==> src/rtl/alu_imm_unit.sv <==
// RV32I immediate decoder, integer ALU and branch comparator with a two-flop reset synchronizer.
// The datapath is purely combinational; only the reset conditioning is clocked.
module alu_imm_unit (
  input  logic        clk,
  input  logic        resetn,
  output logic        resetn_sync,
  input  logic [31:0] instr,
  input  logic [31:0] in_a,
  input  logic [31:0] in_b,
  output logic [31:0] imm,
  output logic [31:0] result,
  output logic        take_b
);

  localparam logic [6:0] OP_LOAD   = 7'b0000011;
  localparam logic [6:0] OP_ALUI   = 7'b0010011;
  localparam logic [6:0] OP_AUIPC  = 7'b0010111;
  localparam logic [6:0] OP_STORE  = 7'b0100011;
  localparam logic [6:0] OP_ALUR   = 7'b0110011;
  localparam logic [6:0] OP_LUI    = 7'b0110111;
  localparam logic [6:0] OP_BRANCH = 7'b1100011;
  localparam logic [6:0] OP_JALR   = 7'b1100111;
  localparam logic [6:0] OP_JAL    = 7'b1101111;
  localparam logic [6:0] OP_SYSTEM = 7'b1110011;

  localparam logic [2:0] F3_ADD  = 3'b000;
  localparam logic [2:0] F3_SLL  = 3'b001;
  localparam logic [2:0] F3_SLT  = 3'b010;
  localparam logic [2:0] F3_SLTU = 3'b011;
  localparam logic [2:0] F3_XOR  = 3'b100;
  localparam logic [2:0] F3_SR   = 3'b101;
  localparam logic [2:0] F3_OR   = 3'b110;
  localparam logic [2:0] F3_AND  = 3'b111;

  localparam logic [2:0] F3_BEQ  = 3'b000;
  localparam logic [2:0] F3_BNE  = 3'b001;
  localparam logic [2:0] F3_BLT  = 3'b100;
  localparam logic [2:0] F3_BGE  = 3'b101;
  localparam logic [2:0] F3_BLTU = 3'b110;
  localparam logic [2:0] F3_BGEU = 3'b111;

  logic [6:0]  opcode;
  logic [2:0]  funct3;
  logic        funct7_b5;
  logic [4:0]  shamt;
  logic        eq;
  logic        lt_s;
  logic        lt_u;
  logic [31:0] sum;
  logic [31:0] diff;
  logic [31:0] sra_val;
  logic        sync_q;

  assign opcode    = instr[6:0];
  assign funct3    = instr[14:12];
  assign funct7_b5 = instr[30];
  assign shamt     = in_b[4:0];

  assign eq      = (in_a == in_b);
  assign lt_s    = ($signed(in_a) < $signed(in_b));
  assign lt_u    = (in_a < in_b);
  assign sum     = in_a + in_b;
  assign diff    = in_a - in_b;
  assign sra_val = $unsigned($signed(in_a) >>> shamt);

  always_comb begin
    imm = 32'd0;
    unique case (opcode)
      OP_LOAD, OP_ALUI, OP_JALR, OP_SYSTEM:
        imm = {{20{instr[31]}}, instr[31:20]};
      OP_STORE:
        imm = {{20{instr[31]}}, instr[31:25], instr[11:7]};
      OP_BRANCH:
        imm = {{19{instr[31]}}, instr[31], instr[7], instr[30:25], instr[11:8], 1'b0};
      OP_LUI, OP_AUIPC:
        imm = {instr[31:12], 12'd0};
      OP_JAL:
        imm = {{11{instr[31]}}, instr[31], instr[19:12], instr[20], instr[30:21], 1'b0};
      default:
        imm = 32'd0;
    endcase
  end

  // Only register-register ops honour instr[30] as subtract; on ADDI that bit is immediate data.
  always_comb begin
    result = sum;
    if (opcode == OP_ALUR || opcode == OP_ALUI) begin
      unique case (funct3)
        F3_ADD:  result = (opcode == OP_ALUR && funct7_b5) ? diff : sum;
        F3_SLL:  result = in_a << shamt;
        F3_SLT:  result = {31'd0, lt_s};
        F3_SLTU: result = {31'd0, lt_u};
        F3_XOR:  result = in_a ^ in_b;
        F3_SR:   result = funct7_b5 ? sra_val : (in_a >> shamt);
        F3_OR:   result = in_a | in_b;
        F3_AND:  result = in_a & in_b;
        default: result = sum;
      endcase
    end
  end

  always_comb begin
    take_b = 1'b0;
    if (opcode == OP_BRANCH) begin
      unique case (funct3)
        F3_BEQ:  take_b = eq;
        F3_BNE:  take_b = ~eq;
        F3_BLT:  take_b = lt_s;
        F3_BGE:  take_b = ~lt_s;
        F3_BLTU: take_b = lt_u;
        F3_BGEU: take_b = ~lt_u;
        default: take_b = 1'b0;
      endcase
    end
  end

  // Assert immediately on resetn low, release on the second clk edge after resetn rises.
  always_ff @(posedge clk or negedge resetn) begin
    if (!resetn) begin
      sync_q      <= 1'b0;
      resetn_sync <= 1'b0;
    end else begin
      sync_q      <= 1'b1;
      resetn_sync <= sync_q;
    end
  end

endmodule

==> config.mk <==
export PLATFORM = sky130hd
export DESIGN_NAME = alu_imm_unit
export DESIGN_NICKNAME = d
export VERILOG_FILES = /design/src/rtl/alu_imm_unit.sv
export SDC_FILE = /design/constraint.sdc
export NUM_CORES = 1
export LEC_CHECK = 0
export ABC_AREA = 1
export BUFFER_PORTS_ARGS = -buffer_cell sky130_fd_sc_hd__buf_2
export CAP_MARGIN = 20
export CELL_PAD_IN_SITES_DETAIL_PLACEMENT = 1
export CELL_PAD_IN_SITES_GLOBAL_PLACEMENT = 2
export CORE_MARGIN = 8
export CORE_UTILIZATION = 31
export DETAILED_ROUTE_END_ITERATION = 6
export GPL_ROUTABILITY_DRIVEN = 0
export PLACE_DENSITY = 0.9
export SETUP_SLACK_MARGIN = 0.05
export SYNTH_ARGS = -nofsm -noshare
export SYNTH_HDL_FRONTEND = slang
export SYNTH_SLANG_ARGS = --single-unit
==> constraint.sdc <==
create_clock -name clk -period 11.6 [get_ports clk]
set_input_delay 3.48 -clock clk [delete_from_list [all_inputs] [get_ports clk]]
set_output_delay 3.48 -clock clk [all_outputs]
set_load 0.01 [all_outputs]
==> reports/metrics.yaml <==
synth_top_family_by_area: "simple AND/OR/NAND/NOR gates"
critical_path.most_common_cell: "nand2_1"
critical_path_peak_fanout: 37
report.power.total_w: 0.000675
cts-buffers-inserted: 3
synth-xor-area-share_pct: 1.19
yosys_most_used_dff: "dfrtp_1"
endpoint_class_of_the_critical_path: "primary output"
clock-skew-final_ns: 0.00138
synth_top_cell_area_share_pct: 29.0
cp_slowest_stage_delay_ns: 0.62
synth.avg_cell_area_um2: 4.83
layout.nets: 2561
n_diodes: 0
synth_top_cells_by_area: "nand2_1, nand3_1, ha_1, inv_1, nor2_1"
antenna_found_initial: 0
mappedNetlistArea_mm2: 0.0111
worst_slew_pin_slew_ns: 1.03
fin_setup_tns_ns: 0
post-route-worst-setup-slack_ns: 1.71
via_per_inst: 5.69
hold_crit_depth: 0
firstDrtPassIters: 6
synth_enable_flop_cells: 0
detail_route_antenna_nets: 0
core_mm2: 0.0353
cts.repair_timing.setup_buffer_count: 0
outcome: "complete, no violations"
path_class: "input pin to primary output"
initialDrtViolationCount: 1613
num_io_pins: 164
final-setup-viol-count: 0
fmax_ghz: 0.101
post_synthesis_cell_type_count: 55
postLayoutCellArea_mm2: 0.0121
detail_route.wl_per_cell_um: 22.0
io_buffer_count: 163
critPathRequiredTime_ns: 8.12
die-width_um: 205
pin_count_of_the_biggest_net_entering_global_routing: 73
critPathSlowestCell: "buf_2"
cts_tree: "done"
dpl_cell_area_mm2: 0.0120
hold_path.class: "flip-flop to flip-flop"
dp_hpwl_um: 51800
timing.critical_path.cells: "buf_2 > ha_1 > inv_1 > fa_1 > o21bai_1 > nand2_1 > nand3_2 > nand2_1 > nand2_1 > nand2_1 > nand3_1 > nand2_1 > nand2_1 > nand3_1 > buf_2"
global_route.overflow_total: 0
cts.sink_count: 2
synth_async_sr_flop_share_pct: 100
die-area_mm2: 0.0419
mostFrequentLayoutCell: "nand2_1"
cts.reportedPaths.clkPinSlew_ns: 0.03
syn_to_final_growth_pct: 9.19
detailed_route_wl_um: 62100
ir_drop_mv: 0.102
p_leak_nw: 6.99
ys_seq_area_share_pct: 0.453
worst_slew_slack_as_a_fraction_of_its_limit_pct: 31.3
worst-endpoint-arrival_ns: 6.41
first_global_vias: 16000
report.final.slew_viol_count: 0
num_vias: 16100
worst_skew_pair.late_latency_ns: 0.22
cts.repair.resized: 0
worst_r2r_path_depth: 0
dieHeight_um: 205
cts_buffer_depth: 2
synth-warning-count: 0
drc_errors: 0
final_min_period_over_clock_period_pct: 85.3
holdWs_ns: 0.346
timing.max_cap.violations: 0
grt_usage_pct: 28.4
critPathLaunchType: "input pin"
synth_compound_gate_area_share_pct: 13.3
timing.final.hold_violations: 0
grt_setup_unrepaired: "false"
final_layout_size_suffix_gt1_share_pct: 9.78
layout_common_cells: "nand2_1, nand3_1, inv_1"
start_util_pct: 31.3
post-synth-top-area-cell: "nand2_1"
power_density_mw_per_mm2: 56.0
synth.mux.area_fraction_pct: 0
cts_hold_repair.buffers: 0
yosys.area_share.adder_pct: 11.3
cts_htree_levels: 1
cts.root.buffer_cell: "clkbuf_16"
grt_pass1_wl_um: 93900
ys_seq_elements: 2
finalCriticalPeriod_ns: 9.89
syn_inst: 2286
syn_nets: 2483
row_count: 69
placement.setup.worst_slack_ns: 1.77
synth_simple_gate_area_share_pct: 58.2
==> where the power goes <==
group	switching [W]	leakage (nW)	internal, W
registers	0.0000000825	0.0233	0.00000739
logic	0.000439	6.93	0.000177
clock network	0.00000733	0.0370	0.0000438
total	0.000447	6.99	0.000229
==> critical path, delay by kind of cell <==
family / cells / cell delay (ns)
buffers and inverters: 3 / 0.90
and+or+nand+nor: 9 / 0.89
adders and majority gates: 2 / 0.81
AOI/OAI and AO/OA: 1 / 0.32
==> cells by family after synthesis <==
kind of cell    after synthesis
fa+ha+maj                    99
other cells                   1
flops                         2
buf+inv                     405
xor+xnor                     15
simple gates               1508
compound gates              256
==> sequential cells by signal, summed over array words and instances, names as in the netlist <==
register     count
sync_q           1
resetn_sync      1
==> final cells by class <==
| cell class | instances | area [µm²] |
|---|---|---|
| timing repair buffer | 179 | 936 |
| fill | 5230 | 23200 |
| inverter | 299 | 1130 |
| clock buffer | 3 | 75.1 |
| sequential | 2 | 50.0 |
| tap | 461 | 577 |
| multi-input combinational | 1879 | 9300 |
==> cells in the mapped netlist (9+ instances only) <==
master / count
buf_4: 13
nand3_1: 409
o21ai_0: 85
nor2_1: 162
inv_2: 14
ha_1: 97
buf_2: 49
o221ai_1: 11
nand4_1: 27
o22ai_1: 11
o21ai_1: 12
a21oi_1: 92
clkbuf_1: 27
inv_1: 281
nor3_1: 14
o21bai_1: 14
a221oi_1: 9
nand2_1: 854
xor2_1: 11
==> worst paths after layout <==
kind,slack (ns),start,to
setup / recovery,1.71,in_b[0],result[16]
hold / removal,0.35,sync_q,resetn_sync
setup reg to reg,11.14,sync_q,resetn_sync
hold reg to reg,0.35,sync_q,resetn_sync
max in group asynchronous,8.47,resetn,sync_q
min in group asynchronous,3.04,resetn,resetn_sync
==> per-layer routing <==
layer / vias to the layer above / share of wire (%) / GRT usage [%]
li1: 7511 / - / -
met1: 7615 / 44 / 37.9
met2: 784 / 42 / 44.1
met3: 149 / 7.8 / 3.13
met4: 0 / 6.1 / 15.9
met5: - / 0 / 0
==> metrics by stage <==
stage / util (%) / std cells
floorplan: - / 2286
global placement: 34.0 / 2820
detailed placement: 34.0 / 2820
CTS: 34.2 / 2823
global route: 34.2 / 2823
finish: 34.2 / 2823
Power figures use the tool's default switching activity.
